==> config.mk <==
export PLATFORM = sky130hd
export DESIGN_NAME = coproc_alu_exec
export DESIGN_NICKNAME = d
export VERILOG_FILES = /design/src/rtl/coproc_alu_exec.sv
export SDC_FILE = /design/constraint.sdc
export NUM_CORES = 1
export LEC_CHECK = 0
export BUFFER_PORTS_ARGS = -buffer_cell sky130_fd_sc_hd__buf_2
export CAP_MARGIN = 15
export CELL_PAD_IN_SITES_DETAIL_PLACEMENT = 0
export CELL_PAD_IN_SITES_GLOBAL_PLACEMENT = 1
export CORE_ASPECT_RATIO = 1.75
export CORE_MARGIN = 2
export CORE_UTILIZATION = 45
export CTS_BUF_LIST = sky130_fd_sc_hd__clkbuf_16
export DETAILED_ROUTE_END_ITERATION = 10
export GPL_TIMING_DRIVEN = 0
export PLACE_DENSITY_LB_ADDON = 0.1
export SYNTH_ARGS = -nofsm -noshare
export SYNTH_HDL_FRONTEND = slang
export SYNTH_SLANG_ARGS = --single-unit
==> constraint.sdc <==
create_clock -name i_clk -period 4.57 [get_ports i_clk]
set_input_delay 0.457 -clock i_clk [delete_from_list [all_inputs] [get_ports i_clk]]
set_output_delay 0.457 -clock i_clk [all_outputs]
set_load 0.005 [all_outputs]
==> src/rtl/coproc_alu_exec.sv <==
// coproc_alu_exec: execution stage behind the 3-byte command deframer.
// Takes one {num_1, num_2, opcode} command per i_start. It computes a 16-bit
// result, using one cycle for logic ops and 8 iterations for MUL and DIV.
// The result is sent high byte first over a valid/ready byte handshake.
// Optional build macro COPROC_STATUS_BYTE_EN prepends a status byte
// {6'b0, div_by_zero, illegal_opcode} to every result.
module coproc_alu_exec #(
  parameter int MUL_DIV_ITER = 8
) (
  input  logic       i_clk,
  input  logic       reset,
  input  logic       i_start,
  input  logic [7:0] i_num_1,
  input  logic [7:0] i_num_2,
  input  logic [7:0] i_opcode,
  input  logic       i_tx_ready,
  output logic       o_tx_valid,
  output logic [7:0] o_tx_data,
  output logic       o_busy,
  output logic       o_err
);

  localparam logic [7:0] OP_ADD = 8'h00;
  localparam logic [7:0] OP_SUB = 8'h01;
  localparam logic [7:0] OP_AND = 8'h02;
  localparam logic [7:0] OP_OR  = 8'h03;
  localparam logic [7:0] OP_XOR = 8'h04;
  localparam logic [7:0] OP_MUL = 8'h05;
  localparam logic [7:0] OP_DIV = 8'h06;
  localparam logic [7:0] OP_CMP = 8'h07;
  localparam logic [3:0] LAST_ITER = 4'(MUL_DIV_ITER - 1);

  typedef enum logic [2:0] {
    S_IDLE    = 3'd0,
    S_EXEC    = 3'd1,
    S_SEND_HI = 3'd2,
`ifdef COPROC_STATUS_BYTE_EN
    S_SEND_ST = 3'd4,
`endif
    S_SEND_LO = 3'd3
  } state_t;

  // One shift-add step: acc = {partial_hi, multiplier_remaining}.
  function automatic logic [15:0] mul_step(input logic [15:0] acc, input logic [7:0] a);
    logic [8:0] sum;
    if (acc[0]) begin
      sum = {1'b0, acc[15:8]} + {1'b0, a};
    end else begin
      sum = {1'b0, acc[15:8]};
    end
    return {sum, acc[7:1]};
  endfunction

  // One restoring-division step: acc = {remainder, dividend/quotient}.
  function automatic logic [15:0] div_step(input logic [15:0] acc, input logic [7:0] b);
    logic [8:0] rem_sh;
    logic [7:0] rem;
    logic       qbit;
    rem_sh = {acc[15:8], acc[7]};
    if (rem_sh >= {1'b0, b}) begin
      rem  = rem_sh[7:0] - b;
      qbit = 1'b1;
    end else begin
      rem  = rem_sh[7:0];
      qbit = 1'b0;
    end
    return {rem, acc[6:0], qbit};
  endfunction

  // Single-cycle operations; anything outside them yields all ones.
  function automatic logic [15:0] alu_single(input logic [7:0] op, input logic [7:0] a,
                                             input logic [7:0] b);
    logic [8:0] sum;
    sum = {1'b0, a} + {1'b0, b};
    case (op)
      OP_ADD:  return {7'd0, sum};
      OP_SUB:  return {8'h00, a} - {8'h00, b};
      OP_AND:  return {8'h00, a & b};
      OP_OR:   return {8'h00, a | b};
      OP_XOR:  return {8'h00, a ^ b};
      OP_CMP:  return (a == b) ? 16'h0000 : ((a > b) ? 16'h0001 : 16'h0002);
      default: return 16'hFFFF;
    endcase
  endfunction

  state_t      r_state, w_nx_state;
  logic [7:0]  r_a, r_b, r_op, w_nx_a, w_nx_b, w_nx_op;
  logic [3:0]  r_cnt, w_nx_cnt;
  logic [15:0] r_acc, w_nx_acc;
  logic [7:0]  r_res_lo, w_nx_res_lo;
`ifdef COPROC_STATUS_BYTE_EN
  logic [7:0]  r_res_hi, w_nx_res_hi;
`endif
  logic        r_tx_valid, w_nx_tx_valid;
  logic [7:0]  r_tx_data, w_nx_tx_data;
  logic        r_busy, w_nx_busy;
  logic        r_err, w_nx_err;

  logic        w_is_iter, w_div_zero, w_illegal, w_exec_done;
  logic [15:0] w_iter_acc, w_result;

  // Operation decode and the result ready at the end of EXEC.
  always_comb begin
    w_is_iter   = (r_op == OP_MUL) || (r_op == OP_DIV);
    w_div_zero  = (r_op == OP_DIV) && (r_b == 8'h00);
    w_illegal   = (r_op > OP_CMP);
    w_iter_acc  = (r_op == OP_MUL) ? mul_step(r_acc, r_a) : div_step(r_acc, r_b);
    w_exec_done = w_is_iter ? (r_cnt == LAST_ITER) : 1'b1;
    if (w_is_iter) begin
      w_result = w_div_zero ? 16'hFFFF : w_iter_acc;
    end else begin
      w_result = alu_single(r_op, r_a, r_b);
    end
  end

  // Next-state and next-output logic for the command FSM.
  always_comb begin
    w_nx_state    = r_state;
    w_nx_a        = r_a;
    w_nx_b        = r_b;
    w_nx_op       = r_op;
    w_nx_cnt      = r_cnt;
    w_nx_acc      = r_acc;
    w_nx_res_lo   = r_res_lo;
`ifdef COPROC_STATUS_BYTE_EN
    w_nx_res_hi   = r_res_hi;
`endif
    w_nx_tx_valid = r_tx_valid;
    w_nx_tx_data  = r_tx_data;
    w_nx_busy     = r_busy;
    w_nx_err      = r_err;
    case (r_state)
      S_IDLE: begin
        if (i_start) begin
          w_nx_a     = i_num_1;
          w_nx_b     = i_num_2;
          w_nx_op    = i_opcode;
          w_nx_cnt   = 4'd0;
          // Multiplier starts from B in the low half, divider from A.
          w_nx_acc   = (i_opcode == OP_DIV) ? {8'h00, i_num_1} : {8'h00, i_num_2};
          w_nx_busy  = 1'b1;
          w_nx_err   = 1'b0;
          w_nx_state = S_EXEC;
        end else begin
          w_nx_state = S_IDLE;
        end
      end
      S_EXEC: begin
        if (w_is_iter) begin
          w_nx_acc = w_iter_acc;
          w_nx_cnt = r_cnt + 4'd1;
        end else begin
          w_nx_acc = r_acc;
        end
        if (w_exec_done) begin
          w_nx_res_lo   = w_result[7:0];
          w_nx_err      = w_div_zero | w_illegal;
          w_nx_tx_valid = 1'b1;
`ifdef COPROC_STATUS_BYTE_EN
          w_nx_res_hi   = w_result[15:8];
          w_nx_tx_data  = {6'b000000, w_div_zero, w_illegal};
          w_nx_state    = S_SEND_ST;
`else
          w_nx_tx_data  = w_result[15:8];
          w_nx_state    = S_SEND_HI;
`endif
        end else begin
          w_nx_state = S_EXEC;
        end
      end
`ifdef COPROC_STATUS_BYTE_EN
      S_SEND_ST: begin
        if (i_tx_ready) begin
          w_nx_tx_data = r_res_hi;
          w_nx_state   = S_SEND_HI;
        end else begin
          w_nx_state = S_SEND_ST;
        end
      end
`endif
      S_SEND_HI: begin
        if (i_tx_ready) begin
          w_nx_tx_data = r_res_lo;
          w_nx_state   = S_SEND_LO;
        end else begin
          w_nx_state = S_SEND_HI;
        end
      end
      S_SEND_LO: begin
        if (i_tx_ready) begin
          w_nx_tx_valid = 1'b0;
          w_nx_busy     = 1'b0;
          w_nx_state    = S_IDLE;
        end else begin
          w_nx_state = S_SEND_LO;
        end
      end
      default: begin
        w_nx_tx_valid = 1'b0;
        w_nx_busy     = 1'b0;
        w_nx_state    = S_IDLE;
      end
    endcase
  end

  // State and output registers; reset aborts any command in flight.
  always_ff @(posedge i_clk or negedge reset) begin
    if (!reset) begin
      r_state    <= S_IDLE;
      r_a        <= 8'h00;
      r_b        <= 8'h00;
      r_op       <= 8'h00;
      r_cnt      <= 4'd0;
      r_acc      <= 16'h0000;
      r_res_lo   <= 8'h00;
`ifdef COPROC_STATUS_BYTE_EN
      r_res_hi   <= 8'h00;
`endif
      r_tx_valid <= 1'b0;
      r_tx_data  <= 8'h00;
      r_busy     <= 1'b0;
      r_err      <= 1'b0;
    end else begin
      r_state    <= w_nx_state;
      r_a        <= w_nx_a;
      r_b        <= w_nx_b;
      r_op       <= w_nx_op;
      r_cnt      <= w_nx_cnt;
      r_acc      <= w_nx_acc;
      r_res_lo   <= w_nx_res_lo;
`ifdef COPROC_STATUS_BYTE_EN
      r_res_hi   <= w_nx_res_hi;
`endif
      r_tx_valid <= w_nx_tx_valid;
      r_tx_data  <= w_nx_tx_data;
      r_busy     <= w_nx_busy;
      r_err      <= w_nx_err;
    end
  end

  assign o_tx_valid = r_tx_valid;
  assign o_tx_data  = r_tx_data;
  assign o_busy     = r_busy;
  assign o_err      = r_err;

endmodule
Word-level counts from Yosys, hierarchy flattened
Cells that the tools add are included.
W data, S select, Z words.
Word-level totals
  register bits after elaboration: 66
  bits of input ports: 28
  output and inout bits: 11
  logic and storage cells: 92
Operators by class
  $add $sub $neg: 5
  order comparisons: 3
  equal/unequal tests: 18
  muxes and demuxes: 33
  bitwise operators: 6
  reduce and logical (&&, ||, !) cells: 16
Operators by type and width (count)
  $pmux W16 S6: 1
  $mux W16: 5
  $eq A8 B3 Y1 const B: 5
  $mux W8: 4
  $pmux W16 S2: 1
  $add A8 B8 Y9: 2
  $eq A8 B2 Y1 const B: 2
  $logic_not A8 Y1: 2
  $pmux W8 S2: 1
  $reduce_and A3 Y1: 5
  $pmux W3 S4: 1
  $ne A2 B2 Y1 const B: 5
  $ge A9 B8 Y1: 1
  $mux W1: 9
  $mux W9: 1
  $sub A8 B8 Y9: 1
  $and A8 B8 Y8: 1
  $eq A8 B1 Y1 const B: 1
  $eq A8 B8 Y1: 1
  $gt A8 B3 Y1 const B: 1
  $gt A8 B8 Y1: 1
  $mux W2: 4
  $mux W4: 2
  $or A8 B8 Y8: 1
  other kinds (17): 23

Logic depth before layout (Yosys ltp)
Gate-level depths: netlist (run 1).
  depth in word-level cells: 7
  mapped depth: 10
  mapped depth without buffers: 10

Least setup slack after synthesis (run 1)
Ideal clock, no wire load.
  path kind: register to register
  start: register r_a[0]
  end: register r_tx_data[2] (netlist: o_tx_data[2])
  setup time: 94 ps
  arrival: 2306 ps
  required time: 4476 ps
  path slack: 2170 ps
  stages on the path, launching flop included: 11
  path buffers: 0
  clock period less this slack: 2400 ps
  cells stage by stage: dfrtp_1 inv_1 ha_1 inv_1 fa_1 nor3b_1 o31a_1 or4_1 a21oi_1 a21oi_1 a221oi_2
On the way
  longest elaborated chain between the ends: 7
  elaborated cells on any way between the ends: 9
  those cells by class: 2 x add/sub; 7 x mux
Ends and longest elaborated chain
  from (decl): line 87  | logic [7:0] r_a, r_b, r_op, w_nx_a, w_nx_b, w_nx_op;
  from (signal assigned): line 225  | r_a <= w_nx_a;
  $add A8 B8 Y9: line 47  | sum = {1'b0, acc[15:8]} + {1'b0, a};
  $mux W9: line 46  | if (acc[0]) begin
  $mux W16: line 107  | w_iter_acc = (r_op == OP_MUL) ? mul_step(r_acc, r_a) : div_step(r_acc, r_b);
  $mux W16: line 110  | w_result = w_div_zero ? 16'hFFFF : w_iter_acc;
  $mux W16 (*): line 109  | if (w_is_iter) begin
  $mux W8 (*): line 155  | if (w_exec_done) begin
  $pmux W8 S2 (*): line 132  | case (r_state)
  to (signal assigned): line 235  | r_tx_data <= w_nx_tx_data;
  to (decl): line 95  | logic [7:0] r_tx_data, w_nx_tx_data;
Mark *: on every way between the ends. The rest lies on a longest branch, timed or not. The select of a mux whose other input is x is not followed.
A chain may end at the register's enable or synchronous reset.

Worst setup path after layout (run 1)
  start: register r_a[1]
  end: register r_res_lo[7]
On the way
  longest elaborated chain between the ends: 3
  elaborated cells on any way between the ends: 4
  those cells by class: 2 x add/sub; 2 x mux
Ends and longest elaborated chain
  $sub A8 B8 Y9 or $add A8 B8 Y9 (tied branches): line 77, 74
  $pmux W16 S6 (*): line 75  | case (op)
  $mux W16 (*): line 109
  to (signal assigned): line 230  | r_res_lo <= w_nx_res_lo;
  to (decl): line 90  | logic [7:0] r_res_lo, w_nx_res_lo;
Mark *: on every way between the ends. The rest lies on a longest branch, timed or not.

==> impl_metrics.prom, run 1 <==
# TYPE chip_impl_metric gauge
chip_impl_info{name="critPathLaunch",value="r_a[1]"} 1
chip_impl_metric{name="die_area",unit="sq mm"} 0.01326
chip_impl_metric{name="ys_seq_elements",unit=""} 65
chip_impl_metric{name="report.final.setup_viol",unit=""} 0
chip_impl_metric{name="vias",unit=""} 5163
chip_impl_info{name="r2r_start",value="r_a[1]"} 1
chip_impl_metric{name="cap_violations",unit=""} 0
chip_impl_metric{name="core_region_area",unit="sq mm"} 0.01200
chip_impl_metric{name="postSynthAreaPerCell",unit="sq um"} 8.786
chip_impl_metric{name="ctsResizeCount",unit=""} 0
chip_impl_info{name="ys_top_cells_by_area",value="sky130_fd_sc_hd__dfrtp_1 29%, sky130_fd_sc_hd__ha_1 10%, sky130_fd_sc_hd__mux2_2 6.1%, sky130_fd_sc_hd__a21oi_1 4.0%, sky130_fd_sc_hd__mux2i_1 3.6%"} 1
chip_impl_metric{name="drv_slew",unit=""} 0
chip_impl_info{name="endpoint_of_the_worst_setup_timing_path",value="r_res_lo[7]"} 1
chip_impl_metric{name="placementRows",unit=""} 53
chip_impl_metric{name="drtPass1Iterations",unit=""} 5
chip_impl_info{name="tritoncts_clock_tree",value="yes"} 1
chip_impl_metric{name="synth_fp_nets",unit=""} 708
chip_impl_info{name="critPathLaunchType",value="flop"} 1
chip_impl_metric{name="cts.reportedPaths.clkPinSlew",unit="ns"} 0.06
chip_impl_info{name="run_status",value="finished, final reports clean"} 1
chip_impl_info{name="cell_at_the_root_of_the_clock_tree",value="sky130_fd_sc_hd__clkbuf_16"} 1
chip_impl_info{name="crit_path_end_kind",value="flop"} 1
chip_impl_info{name="post-synth-top-area-cell",value="sky130_fd_sc_hd__dfrtp_1"} 1
chip_impl_metric{name="wire_length_of_the_first_global_routing_pass",unit="um"} 28960
chip_impl_metric{name="detail_route.wirelength",unit="um"} 19090
chip_impl_metric{name="gp_congestion",unit=""} 0.9197
chip_impl_metric{name="rrSetupSlack",unit="ns"} 1.75
chip_impl_metric{name="layout-area-overhead-vs-synth",unit="%"} 13.11
chip_impl_metric{name="worst-slew-pin-transition",unit="ns"} 0.8780
chip_impl_metric{name="critical_path_maximum_fanout",unit=""} 7
chip_impl_metric{name="timing_hold_violations_final",unit=""} 0
chip_impl_metric{name="fin_tns_setup",unit="ns"} 0
chip_impl_metric{name="largest_clock_skew_in_the_final_design",unit="ns"} 0.008246
chip_impl_info{name="synth_top_cells_by_count",value="65 x sky130_fd_sc_hd__dfrtp_1, 50 x sky130_fd_sc_hd__nand2_1, 47 x sky130_fd_sc_hd__nor2_1"} 1
chip_impl_metric{name="finalCritPeriodShare",unit="%"} 61.77
chip_impl_metric{name="slew_headroom",unit="%"} 41.47
chip_impl_info{name="synth_most_common_cell",value="sky130_fd_sc_hd__dfrtp_1"} 1
chip_impl_info{name="critical_path.reg2reg.endpoint",value="r_res_lo[7]"} 1
chip_impl_metric{name="drive_gt1_share",unit="%"} 17.66
chip_impl_metric{name="mean_number_of_vias_per_cell",unit=""} 6.074
chip_impl_metric{name="cp.required",unit="ns"} 4.82
chip_impl_metric{name="n_fill_cell",unit=""} 1181
chip_impl_metric{name="synth.lib_cells_used.distinct",unit=""} 84
chip_impl_metric{name="drc_errors",unit=""} 0
chip_impl_metric{name="dp.final_hpwl",unit="um"} 15100
chip_impl_metric{name="ant_nets",unit=""} 0
chip_impl_metric{name="route.detailed.wl_per_inst",unit="um"} 22.46
chip_impl_info{name="grt_setup_unrepaired",value="false"} 1
chip_impl_metric{name="p_leak",unit="nW"} 2.730
chip_impl_metric{name="power-per-cell-area",unit="mW/mm^2"} 780.4
chip_impl_metric{name="detail_route.iter0.violations",unit=""} 346
chip_impl_metric{name="synth_area",unit="sq mm"} 0.005544
chip_impl_metric{name="yosysSeqAreaShare",unit="%"} 29.34
chip_impl_metric{name="hold_buffers",unit=""} 0
chip_impl_metric{name="synth_top_area_share",unit="%"} 29.34
chip_impl_metric{name="start_util",unit="%"} 46.19
chip_impl_metric{name="cts_made_buffers",unit=""} 9
chip_impl_metric{name="synth_enable_flop_cells",unit=""} 0
chip_impl_metric{name="globalRouteTotalUtil",unit="%"} 29.95
chip_impl_metric{name="nNetsFinal",unit=""} 757
chip_impl_metric{name="die_x",unit="um"} 87.91
chip_impl_metric{name="antenna_found_initial",unit=""} 0
chip_impl_metric{name="clock-sinks",unit=""} 65
chip_impl_metric{name="cts_htree_levels",unit=""} 3
chip_impl_info{name="hold_path_class",value="in -> async"} 1
chip_impl_metric{name="number_of_global_route_vias_before_repair",unit=""} 5067
chip_impl_metric{name="max-vdd-ir-drop",unit="mV"} 0.3556
chip_impl_metric{name="ys_async_sr_fraction",unit="%"} 100.0
chip_impl_metric{name="inserted_diodes",unit=""} 0
chip_impl_metric{name="clock.fmax",unit="MHz"} 354.2
chip_impl_metric{name="port_buffer_count",unit=""} 38
chip_impl_info{name="timing_worst_setup_path_type",value="reg -> reg"} 1
chip_impl_metric{name="ctsLongestPathBuffers",unit=""} 2
chip_impl_metric{name="ff2ff_path_depth",unit=""} 8
chip_impl_metric{name="die_h",unit="um"} 150.8
chip_impl_metric{name="clock_latency",unit="ns"} 0.34
chip_impl_metric{name="post-route-min-period",unit="ns"} 2.823
chip_impl_info{name="synth-main-ff-cell",value="sky130_fd_sc_hd__dfrtp_1"} 1
chip_impl_metric{name="final_core_util",unit="%"} 52.25
chip_impl_metric{name="grt_start_max_net_pins",unit=""} 66
chip_impl_metric{name="post_synth_inst_count",unit=""} 631
chip_impl_metric{name="worstPathArrival",unit="ns"} 3.07
chip_impl_metric{name="design.portCount",unit=""} 39
chip_impl_metric{name="number_of_buffers_inserted_by_post_cts_setup_repair",unit=""} 0
chip_impl_metric{name="yosys_warnings",unit=""} 0
chip_impl_metric{name="grt_remaining_overflow",unit=""} 0
how the worst min path moves through the flow:
stage / startpoint / depth (start not counted) / end / slack, ns
3_5_place_dp: r_res_lo[2] / 2 / r_res_lo[2] / 0.48
5_1_grt: reset / 1 / r_op[0] / 0.30
4_1_cts: reset / 1 / r_a[5] / 0.28
6_report: reset / 1 / r_op[0] / 0.21
3_3_place_gp: r_res_lo[2] / 2 / r_res_lo[2] / 0.47
2_1_floorplan: reset / 0 / o_busy / 0.16
critical path, cell delays in order (launching register included):
cell and delay, ns:
sky130_fd_sc_hd__dfrtp_1 0.56, sky130_fd_sc_hd__inv_1 0.19, sky130_fd_sc_hd__ha_1 0.41, sky130_fd_sc_hd__o21bai_1 0.27
sky130_fd_sc_hd__a2111oi_0 0.18, sky130_fd_sc_hd__o31ai_1 0.52, sky130_fd_sc_hd__nor4b_1 0.33, sky130_fd_sc_hd__nor3_1 0.08
sky130_fd_sc_hd__a31oi_1 0.19
state kept, by name, indices dropped and copies added (netlist names):
| register | flops |
|---|---|
| r_acc | 16 |
| o_tx_data | 8 |
| r_a | 8 |
| r_b | 8 |
| r_op | 8 |
| r_res_lo | 8 |
| r_cnt | 4 |
| r_state | 2 |
| o_busy | 1 |
| o_err | 1 |
| o_tx_valid | 1 |
layout make-up:
type | count | area (sq um) | share of cell area (%)
Buffer | 30 | 142.6 | 2.275
Clock buffer | 9 | 225.2 | 3.591
Clock inverter | 7 | 102.6 | 1.636
Inverter | 34 | 127.6 | 2.035
Multi-Input combinational cell | 502 | 3647 | 58.16
Sequential cell | 65 | 1627 | 25.94
Tap cell | 165 | 206.4 | 3.292
Timing Repair Buffer | 38 | 192.7 | 3.073
report_power, final:
group	switching (W)	internal [W]	leakage, nW
sequential	0.000265	0.000824	0.770
combinational	0.00187	0.00116	1.80
clock	0.000293	0.000485	0.162
cell families (layout without fill, tap and decap cells):
| kind of cell | count (synthesis) | in the layout | synth area share (%) |
|---|---|---|---|
| compound gates | 185 | 185 | 22.95 |
| xor+xnor | 12 | 12 | 2.031 |
| fa+ha+maj | 49 | 49 | 11.60 |
| buf+inv | 64 | 118 | 4.875 |
| flops | 65 | 65 | 29.34 |
| mux | 51 | 51 | 10.11 |
| simple gates | 205 | 205 | 19.09 |
placed cells by master, fill, tap and decap left out, types with 6 or more instances in the layout:
master / synthesis / layout
sky130_fd_sc_hd__o31ai_1: 7 / 7
sky130_fd_sc_hd__o21ai_0: 29 / 29
sky130_fd_sc_hd__clkbuf_1: 12 / 12
sky130_fd_sc_hd__a31oi_1: 6 / 6
sky130_fd_sc_hd__a211oi_1: 11 / 11
sky130_fd_sc_hd__mux2_2: 30 / 30
sky130_fd_sc_hd__nor3_1: 17 / 17
sky130_fd_sc_hd__xnor2_1: 6 / 6
sky130_fd_sc_hd__nand2b_1: 16 / 16
sky130_fd_sc_hd__a21oi_1: 44 / 44
sky130_fd_sc_hd__dfrtp_1: 65 / 65
sky130_fd_sc_hd__mux2i_1: 20 / 20
sky130_fd_sc_hd__nand3_1: 12 / 12
sky130_fd_sc_hd__nand4_1: 10 / 10
sky130_fd_sc_hd__nor2b_1: 9 / 9
sky130_fd_sc_hd__inv_1: 33 / 33
sky130_fd_sc_hd__clkbuf_16: 0 / 9
sky130_fd_sc_hd__o21ai_1: 19 / 19
sky130_fd_sc_hd__nor4_1: 6 / 6
sky130_fd_sc_hd__ha_1: 45 / 45
sky130_fd_sc_hd__nand2_1: 50 / 50
sky130_fd_sc_hd__nor2_1: 47 / 47
sky130_fd_sc_hd__buf_2: 12 / 49
metrics by stage:
| step | instances | setup slack [ns] | power, W | instance area, sq um | hold WS [ns] |
|---|---|---|---|---|---|
| floorplan | 631 | 2.170 | 0.003184 | 5544 | 0.1614 |
| global placement | 834 | 1.740 | 0.004027 | 5941 | 0.4664 |
| detailed placement | 834 | 1.756 | 0.004069 | 5943 | 0.4757 |
| CTS | 850 | 1.768 | 0.004861 | 6271 | 0.2792 |
| global route | 850 | 1.478 | 0.005243 | 6271 | 0.3015 |
| finish | 850 | 1.747 | 0.004894 | 6271 | 0.2078 |
routing by layer:
metal	track usage [%]	wire, um	vias up
li1	-	-	2432
met1	34.59	7301	2496
met2	51.21	9697	173
met3	3.106	686	62
met4	19.92	1406	0
met5	0	0	-
Note: power is estimated with default switching activity, not from simulation.
==> run 2, diff against run 1 <==
--- a/config.mk
+++ b/config.mk
@@ -11,7 +11,7 @@
 export CELL_PAD_IN_SITES_GLOBAL_PLACEMENT = 1
 export CORE_ASPECT_RATIO = 1.75
 export CORE_MARGIN = 2
-export CORE_UTILIZATION = 45
+export CORE_UTILIZATION = 43
 export CTS_BUF_LIST = sky130_fd_sc_hd__clkbuf_16
 export DETAILED_ROUTE_END_ITERATION = 10
 export GPL_TIMING_DRIVEN = 0
==> constraint.sdc (replaced) <==
create_clock -name i_clk -period 2.5 [get_ports i_clk]
set_input_delay 0.25 -clock i_clk [delete_from_list [all_inputs] [get_ports i_clk]]
set_output_delay 0.25 -clock i_clk [all_outputs]
set_load 0.005 [all_outputs]
==> run 2 against run 1 <==
  * Highest routed layer unchanged
  * Via count up 0.45%
  * Largest cell class unchanged
  * Clock power rose by 79%
  * Register-to-register slack lost 1.8 ns
  * First-iteration DRC count down 25%
  * Clock skew grew 0.0024 ns
  * Final area rose by 6.5%
  * Critical path depth up 2
  * The run now ends with setup timing left
  * Worst setup slack worse by 1.8 ns
  * Hold slack lost 0.18 ns
  * Fmax grew 12%
  * Core utilization is 1.2 points higher
  * Sequential cell count did not move
==> impl_metrics.prom, run 2 (synthesized netlist as in run 1, its figures left out) <==
# TYPE chip_impl_metric gauge
chip_impl_metric{name="clock-sinks",unit=""} 65
chip_impl_metric{name="p_leak",unit="nW"} 2.809
chip_impl_info{name="timing_worst_setup_path_type",value="reg -> reg"} 1
chip_impl_metric{name="critical_path_max_stage_delay",unit="ns"} 0.46
chip_impl_metric{name="postLayoutCellArea",unit="sq mm"} 0.006681
chip_impl_metric{name="dp.final_hpwl",unit="um"} 15220
chip_impl_metric{name="post-route-min-period",unit="ns"} 2.513
chip_impl_metric{name="antenna_found_initial",unit=""} 0
chip_impl_metric{name="drv_slew",unit=""} 0
chip_impl_info{name="hold_path_class",value="in -> async"} 1
chip_impl_metric{name="largest_clock_skew_in_the_final_design",unit="ns"} 0.01067
chip_impl_metric{name="max-vdd-ir-drop",unit="mV"} 0.7310
chip_impl_metric{name="die_x",unit="um"} 89.84
chip_impl_metric{name="cts.reportedPaths.clkPinSlew",unit="ns"} 0.06
chip_impl_metric{name="die_h",unit="um"} 154.2
chip_impl_metric{name="placementRows",unit=""} 54
chip_impl_metric{name="fin_ws",unit="ns"} -0.01301
chip_impl_metric{name="inserted_diodes",unit=""} 0
chip_impl_info{name="grt_setup_unrepaired",value="true"} 1
chip_impl_metric{name="finish.cell_count_without_fillers",unit=""} 862
chip_impl_metric{name="vias",unit=""} 5186
chip_impl_metric{name="route.detailed.wl_per_inst",unit="um"} 22.64
chip_impl_metric{name="grt_remaining_overflow",unit=""} 0
chip_impl_metric{name="critical_path_maximum_fanout",unit=""} 3
chip_impl_metric{name="design.portCount",unit=""} 39
chip_impl_metric{name="cts_htree_levels",unit=""} 3
chip_impl_info{name="crit_path_top_delay_cell",value="sky130_fd_sc_hd__or4_4"} 1
chip_impl_metric{name="globalRouteTotalUtil",unit="%"} 28.28
chip_impl_metric{name="detail_route.iter0.violations",unit=""} 259
chip_impl_metric{name="worstPathArrival",unit="ns"} 2.77
chip_impl_metric{name="report.final.setup_viol",unit=""} 1
chip_impl_metric{name="drc_errors",unit=""} 0
chip_impl_info{name="cell_at_the_root_of_the_clock_tree",value="sky130_fd_sc_hd__clkbuf_16"} 1
chip_impl_info{name="tritoncts_clock_tree",value="yes"} 1
chip_impl_metric{name="core_region_area",unit="sq mm"} 0.01250
chip_impl_metric{name="number_of_global_route_vias_before_repair",unit=""} 5217
chip_impl_metric{name="ctsLongestPathBuffers",unit=""} 2
chip_impl_metric{name="mean_number_of_vias_per_cell",unit=""} 6.016
chip_impl_metric{name="post-place-cells",unit=""} 837
chip_impl_info{name="critical_path.most_common_cell",value="sky130_fd_sc_hd__inv_2"} 1
chip_impl_metric{name="power-per-cell-area",unit="mW/mm^2"} 1445
chip_impl_info{name="critPathLaunchType",value="flop"} 1
chip_impl_metric{name="detail_route.wirelength",unit="um"} 19510
chip_impl_metric{name="cap_violations",unit=""} 0
chip_impl_info{name="timing.critical_path.cells",value="inv_2, ha_4, inv_2, fa_2, nor3b_2, o31a_1, or4_4, a21oi_4, a21oi_2, a221oi_2"} 1
chip_impl_metric{name="port_buffer_count",unit=""} 38
chip_impl_metric{name="largest_register_ff_count",unit=""} 16
chip_impl_metric{name="cp.required",unit="ns"} 2.75
chip_impl_metric{name="worst-slew-pin-transition",unit="ns"} 0.8931
chip_impl_metric{name="layout-area-overhead-vs-synth",unit="%"} 20.51
chip_impl_metric{name="post_dp_cell_area",unit="sq mm"} 0.005947
chip_impl_metric{name="clock.fmax",unit="MHz"} 397.9
chip_impl_metric{name="drive_gt1_share",unit="%"} 26.95
chip_impl_metric{name="ant_nets",unit=""} 0
chip_impl_metric{name="slew_headroom",unit="%"} 40.46
chip_impl_info{name="run_status",value="finished with violations"} 1
chip_impl_info{name="layout.cells.most_common_list",value="60 x sky130_fd_sc_hd__dfrtp_1, 49 x sky130_fd_sc_hd__buf_2, 49 x sky130_fd_sc_hd__nand2_1"} 1
chip_impl_info{name="crit_path_end_kind",value="flop"} 1
chip_impl_metric{name="cts_made_buffers",unit=""} 9
chip_impl_info{name="most_frequent_standard_cell_in_the_layout_excluding_fill_and_tap_cells",value="sky130_fd_sc_hd__dfrtp_1"} 1
chip_impl_metric{name="clock_latency",unit="ns"} 0.34
chip_impl_metric{name="gp_congestion",unit=""} 0.9411
chip_impl_metric{name="die_area",unit="sq mm"} 0.01385
chip_impl_metric{name="finalCritPeriodShare",unit="%"} 100.5
chip_impl_info{name="violated_checks",value="setup timing"} 1
chip_impl_metric{name="drtPass1Iterations",unit=""} 5
chip_impl_metric{name="grt_start_max_net_pins",unit=""} 66
chip_impl_metric{name="start_util",unit="%"} 44.35
chip_impl_metric{name="timing_hold_violations_final",unit=""} 0
chip_impl_metric{name="wire_length_of_the_first_global_routing_pass",unit="um"} 29750
chip_impl_metric{name="nNetsFinal",unit=""} 766
chip_impl_info{name="registers.top_by_ff_count",value="r_acc"} 1
==> run 2: path summary, 6_finish.rpt <==
path	startpoint	depth (start not counted)	end	slack [ns]
max	r_a[0]	10	o_tx_data[2]	-0.01
min	reset	1	r_op[1]	0.02
max reg2reg	r_a[0]	10	o_tx_data[2]	-0.01
min reg2reg	o_busy	1	o_busy	0.50
max in group asynchronous	reset	1	r_acc[8]	1.81
min in group i_clk	i_opcode[2]	2	r_op[2]	0.15
==> run 2: metrics by stage <==
step                      hold slack [ns]  power, W  util, %  TNS [ns]  setup slack [ns]
after global placement             0.4643  0.007395    47.56    -3.088           -0.3054
after detailed placement           0.4144  0.007472    47.58    -3.161           -0.3532
after floorplan                  -0.04559  0.005821        -         0            0.1003
final                             0.02363  0.009657    53.45  -0.01301          -0.01301
after CTS                         0.05442  0.009208    51.64  -0.09817          -0.06334
after global routing              0.09916   0.01033    53.45   -0.2792           -0.1009
==> run 2: final cells by class <==
type	count	area, sq um
Tap cell	168	210.2
Multi-Input combinational cell	502	3968
Fill cell	1191	5818
Clock inverter	7	93.84
Buffer	28	136.4
Clock buffer	9	225.2
Timing Repair Buffer	49	287.8
Inverter	34	127.6
Sequential cell	65	1633
==> run 2: where the power goes <==
group          switching, W  internal (W)
clock network      0.000515      0.000873
logic               0.00381       0.00247
registers          0.000475       0.00151
total               0.00480       0.00486
==> run 2: worst max-delay path: cells and delay by family (launching register included) <==
family	cells	cell delay, ns
and+or+nand+nor	2	0.62
DFF	1	0.43
adders and majority gates	2	0.49
AOI/OAI and AO/OA	4	0.75
buffers and inverters	2	0.15
==> run 2: per-layer routing <==
layer | global-route usage [%] | wire (um)
met5 | 0 | 0
met4 | 17.22 | 1299
met3 | 3.751 | 721
met2 | 51.55 | 10110
met1 | 30.99 | 7385
==> run 2: repair_timing <==
action	4_1_cts	5_1_grt
pin swaps	12	8
endpoints found under the setup margin	20	27
gates resized for setup	38	38
setup buffers	8	3
hold buffers	0	0
==> run 3, diff against run 2 <==
==> config.mk (replaced) <==
export PLATFORM = sky130hd
export DESIGN_NAME = coproc_alu_exec
export DESIGN_NICKNAME = d
export VERILOG_FILES = /design/src/rtl/coproc_alu_exec.sv
export SDC_FILE = /design/constraint.sdc
export NUM_CORES = 1
export LEC_CHECK = 0
export BUFFER_PORTS_ARGS = -buffer_cell sky130_fd_sc_hd__buf_2
export CAP_MARGIN = 15
export CORE_ASPECT_RATIO = 1.75
export CORE_MARGIN = 2
export CORE_UTILIZATION = 45
export CTS_BUF_LIST = sky130_fd_sc_hd__clkbuf_16
export DETAILED_ROUTE_END_ITERATION = 10
export GPL_TIMING_DRIVEN = 0
export SYNTH_ARGS = -nofsm -noshare
export SYNTH_HDL_FRONTEND = slang
export SYNTH_SLANG_ARGS = --single-unit
==> run 3 against run 2 <==
  * The flow still finishes with violations (setup timing)
  * Sequential cell count unchanged
  * Cell count up 0.46%
  * First-iteration DRC count up 14%
  * Largest cell class unchanged
==> impl_metrics.prom, run 3 (synthesized netlist as in run 1, its figures left out) <==
# TYPE chip_impl_metric gauge
chip_impl_metric{name="cp.buffers_inverters",unit=""} 2
chip_impl_metric{name="core_region_area",unit="sq mm"} 0.01200
chip_impl_info{name="cell_at_the_root_of_the_clock_tree",value="sky130_fd_sc_hd__clkbuf_16"} 1
chip_impl_metric{name="gp_congestion",unit=""} 0.9554
chip_impl_metric{name="max-vdd-ir-drop",unit="mV"} 0.6003
chip_impl_info{name="crit_path_top_delay_cell",value="sky130_fd_sc_hd__dfrtp_2"} 1
chip_impl_metric{name="inserted_diodes",unit=""} 0
chip_impl_metric{name="area_of_the_multi_input_gates",unit="sq mm"} 0.004013
chip_impl_metric{name="power-per-cell-area",unit="mW/mm^2"} 1475
chip_impl_metric{name="die_h",unit="um"} 150.8
chip_impl_metric{name="cap_violations",unit=""} 0
chip_impl_metric{name="globalRouteTotalUtil",unit="%"} 31.60
chip_impl_metric{name="cp.required",unit="ns"} 2.74
chip_impl_info{name="tritoncts_clock_tree",value="yes"} 1
chip_impl_info{name="grt_setup_unrepaired",value="true"} 1
chip_impl_metric{name="finalCritPeriodShare",unit="%"} 101.9
chip_impl_metric{name="detail_route.iter0.violations",unit=""} 295
chip_impl_info{name="layout.cells.most_common_list",value="57 x sky130_fd_sc_hd__dfrtp_1, 50 x sky130_fd_sc_hd__nand2_1, 49 x sky130_fd_sc_hd__buf_2"} 1
chip_impl_metric{name="die_area",unit="sq mm"} 0.01326
chip_impl_metric{name="drc_errors",unit=""} 0
chip_impl_metric{name="grt_remaining_overflow",unit=""} 0
chip_impl_info{name="run_status",value="finished with violations"} 1
chip_impl_metric{name="clock.fmax",unit="MHz"} 392.7
chip_impl_metric{name="timing_hold_violations_final",unit=""} 0
chip_impl_metric{name="layout.area.seq",unit="sq mm"} 0.001637
chip_impl_metric{name="design.portCount",unit=""} 39
chip_impl_metric{name="clock-sinks",unit=""} 65
chip_impl_metric{name="critical_path_max_stage_delay",unit="ns"} 0.46
chip_impl_metric{name="met2RoutedLength",unit="um"} 10530
chip_impl_metric{name="nNetsFinal",unit=""} 773
chip_impl_metric{name="fin_ws",unit="ns"} -0.04627
chip_impl_metric{name="ctsLongestPathBuffers",unit=""} 2
chip_impl_info{name="crit_path_end_kind",value="flop"} 1
chip_impl_metric{name="ant_nets",unit=""} 0
chip_impl_metric{name="largest_clock_skew_in_the_final_design",unit="ns"} 0.008035
chip_impl_metric{name="fin_tns_setup",unit="ns"} -0.07659
chip_impl_metric{name="worst-slew-pin-transition",unit="ns"} 0.8780
chip_impl_metric{name="p_leak",unit="nW"} 2.846
chip_impl_metric{name="wire_length_of_the_first_global_routing_pass",unit="um"} 30930
chip_impl_info{name="timing_worst_setup_path_type",value="reg -> reg"} 1
chip_impl_metric{name="drv_slew",unit=""} 0
chip_impl_metric{name="port_buffer_count",unit=""} 38
chip_impl_info{name="maxUsedRoutingLayer",value="met4"} 1
chip_impl_metric{name="cts.reportedPaths.clkPinSlew",unit="ns"} 0.06
chip_impl_info{name="critical_path.most_common_cell",value="sky130_fd_sc_hd__inv_2"} 1
chip_impl_info{name="most_frequent_standard_cell_in_the_layout_excluding_fill_and_tap_cells",value="sky130_fd_sc_hd__dfrtp_1"} 1
chip_impl_metric{name="number_of_global_route_vias_before_repair",unit=""} 5563
chip_impl_metric{name="cts_htree_levels",unit=""} 3
chip_impl_metric{name="cts_made_buffers",unit=""} 9
chip_impl_metric{name="worstPathArrival",unit="ns"} 2.79
chip_impl_metric{name="start_util",unit="%"} 46.19
chip_impl_metric{name="antenna_found_initial",unit=""} 0
chip_impl_info{name="timing.critical_path.cells",value="inv_2, ha_4, inv_2, fa_2, nor3b_4, o31a_1, or4_4, a21o_1, o31ai_2"} 1
chip_impl_metric{name="mean_number_of_vias_per_cell",unit=""} 6.253
chip_impl_info{name="violated_checks",value="setup timing"} 1
chip_impl_metric{name="vias",unit=""} 5415
chip_impl_metric{name="largest_register_ff_count",unit=""} 16
chip_impl_metric{name="drive_gt1_share",unit="%"} 29.53
chip_impl_info{name="hold_path_class",value="in -> async"} 1
chip_impl_metric{name="drtPass1Iterations",unit=""} 5
chip_impl_metric{name="n_fill_cell",unit=""} 1115
chip_impl_metric{name="report.final.setup_viol",unit=""} 2
chip_impl_metric{name="hold_buffers",unit=""} 0
chip_impl_info{name="registers.top_by_ff_count",value="r_acc"} 1
chip_impl_metric{name="detailedPlace.worstSlack",unit="ns"} -0.3633
chip_impl_metric{name="post-route-min-period",unit="ns"} 2.546
chip_impl_metric{name="clock_latency",unit="ns"} 0.34
chip_impl_metric{name="die_x",unit="um"} 87.91
chip_impl_info{name="critPathLaunchType",value="flop"} 1
chip_impl_metric{name="finish.cell_count_without_fillers",unit=""} 866
chip_impl_metric{name="placementRows",unit=""} 53
chip_impl_metric{name="dp.final_hpwl",unit="um"} 15380
chip_impl_metric{name="route.detailed.wl_per_inst",unit="um"} 23.42
chip_impl_metric{name="layout-area-overhead-vs-synth",unit="%"} 21.96
chip_impl_metric{name="detail_route.wirelength",unit="um"} 20280
chip_impl_info{name="critical-path-top-delay-family",value="compound AO/OA/AOI/OAI gates"} 1
chip_impl_metric{name="post-place-cells",unit=""} 834
chip_impl_metric{name="wl_met1",unit="um"} 7121
chip_impl_metric{name="met3_wirelength",unit="um"} 984
chip_impl_metric{name="slew_headroom",unit="%"} 41.47
chip_impl_metric{name="critical_path_maximum_fanout",unit=""} 4
chip_impl_metric{name="grt_start_max_net_pins",unit=""} 66
==> run 3: changes by cell type in the layout (fill, tap and decap cells not counted), sizes merged <==
cell,before,now
bufinv,2,1
clkinvlp,1,0
clkinv,4,3
clkbuf,19,18
inv,34,37
buf,67,75
==> run 3: power breakdown <==
part	leakage (nW)	total, W	switching [W]	internal (W)
Combinational	1.93	0.00656	0.00397	0.00259
Clock	0.153	0.00135	0.000555	0.000794
Sequential	0.761	0.00206	0.000541	0.00152
==> run 3: what timing repair did <==
action	4_1_cts	5_1_grt
cloned	0	0
resized for setup	39	49
buffers inserted	9	10
setup endpoints to repair	28	22
pin swaps	13	20
==> run 3: per-stage QoR <==
stage / hold slack (ns) / total power, W / util (%) / instance area [sq um]
2_1_floorplan: -0.04559 / 0.005821 / - / 5544
3_3_place_gp: 0.4784 / 0.007445 / 49.49 / 5941
3_5_place_dp: 0.4086 / 0.007517 / 49.52 / 5943
4_1_cts: 0.04534 / 0.009278 / 53.86 / 6465
5_1_grt: 0.08681 / 0.01063 / 56.33 / 6761
6_report: 0.02576 / 0.009970 / 56.33 / 6761
==> run 3: per-layer routing <==
metal	track usage (%)	vias up
met5	0	-
met4	22.77	0
met3	4.687	105
met2	55.42	246
met1	33.54	2607
li1	-	2457
==> run 3: worst paths after layout <==
check | start | endpoint | slack (ns) | depth (start not counted)
setup / recovery | r_a[0] | o_tx_data[6] | -0.05 | 9
hold / removal | reset | r_a[2] | 0.03 | 1
setup reg to reg | r_a[0] | o_tx_data[6] | -0.05 | 9
hold reg to reg | o_busy | o_busy | 0.50 | 1
max in group asynchronous | reset | r_b[7] | 1.85 | 1
min in group i_clk | i_num_1[5] | r_a[5] | 0.16 | 2
==> run 3: layout make-up <==
class,count,share of cell area [%]
Buffer,27,1.962
Clock buffer,9,3.331
Sequential cell,65,24.20
Timing Repair Buffer,57,4.959
Clock inverter,7,1.258
Multi-Input combinational cell,502,59.34
Tap cell,165,3.053
Inverter,34,1.887
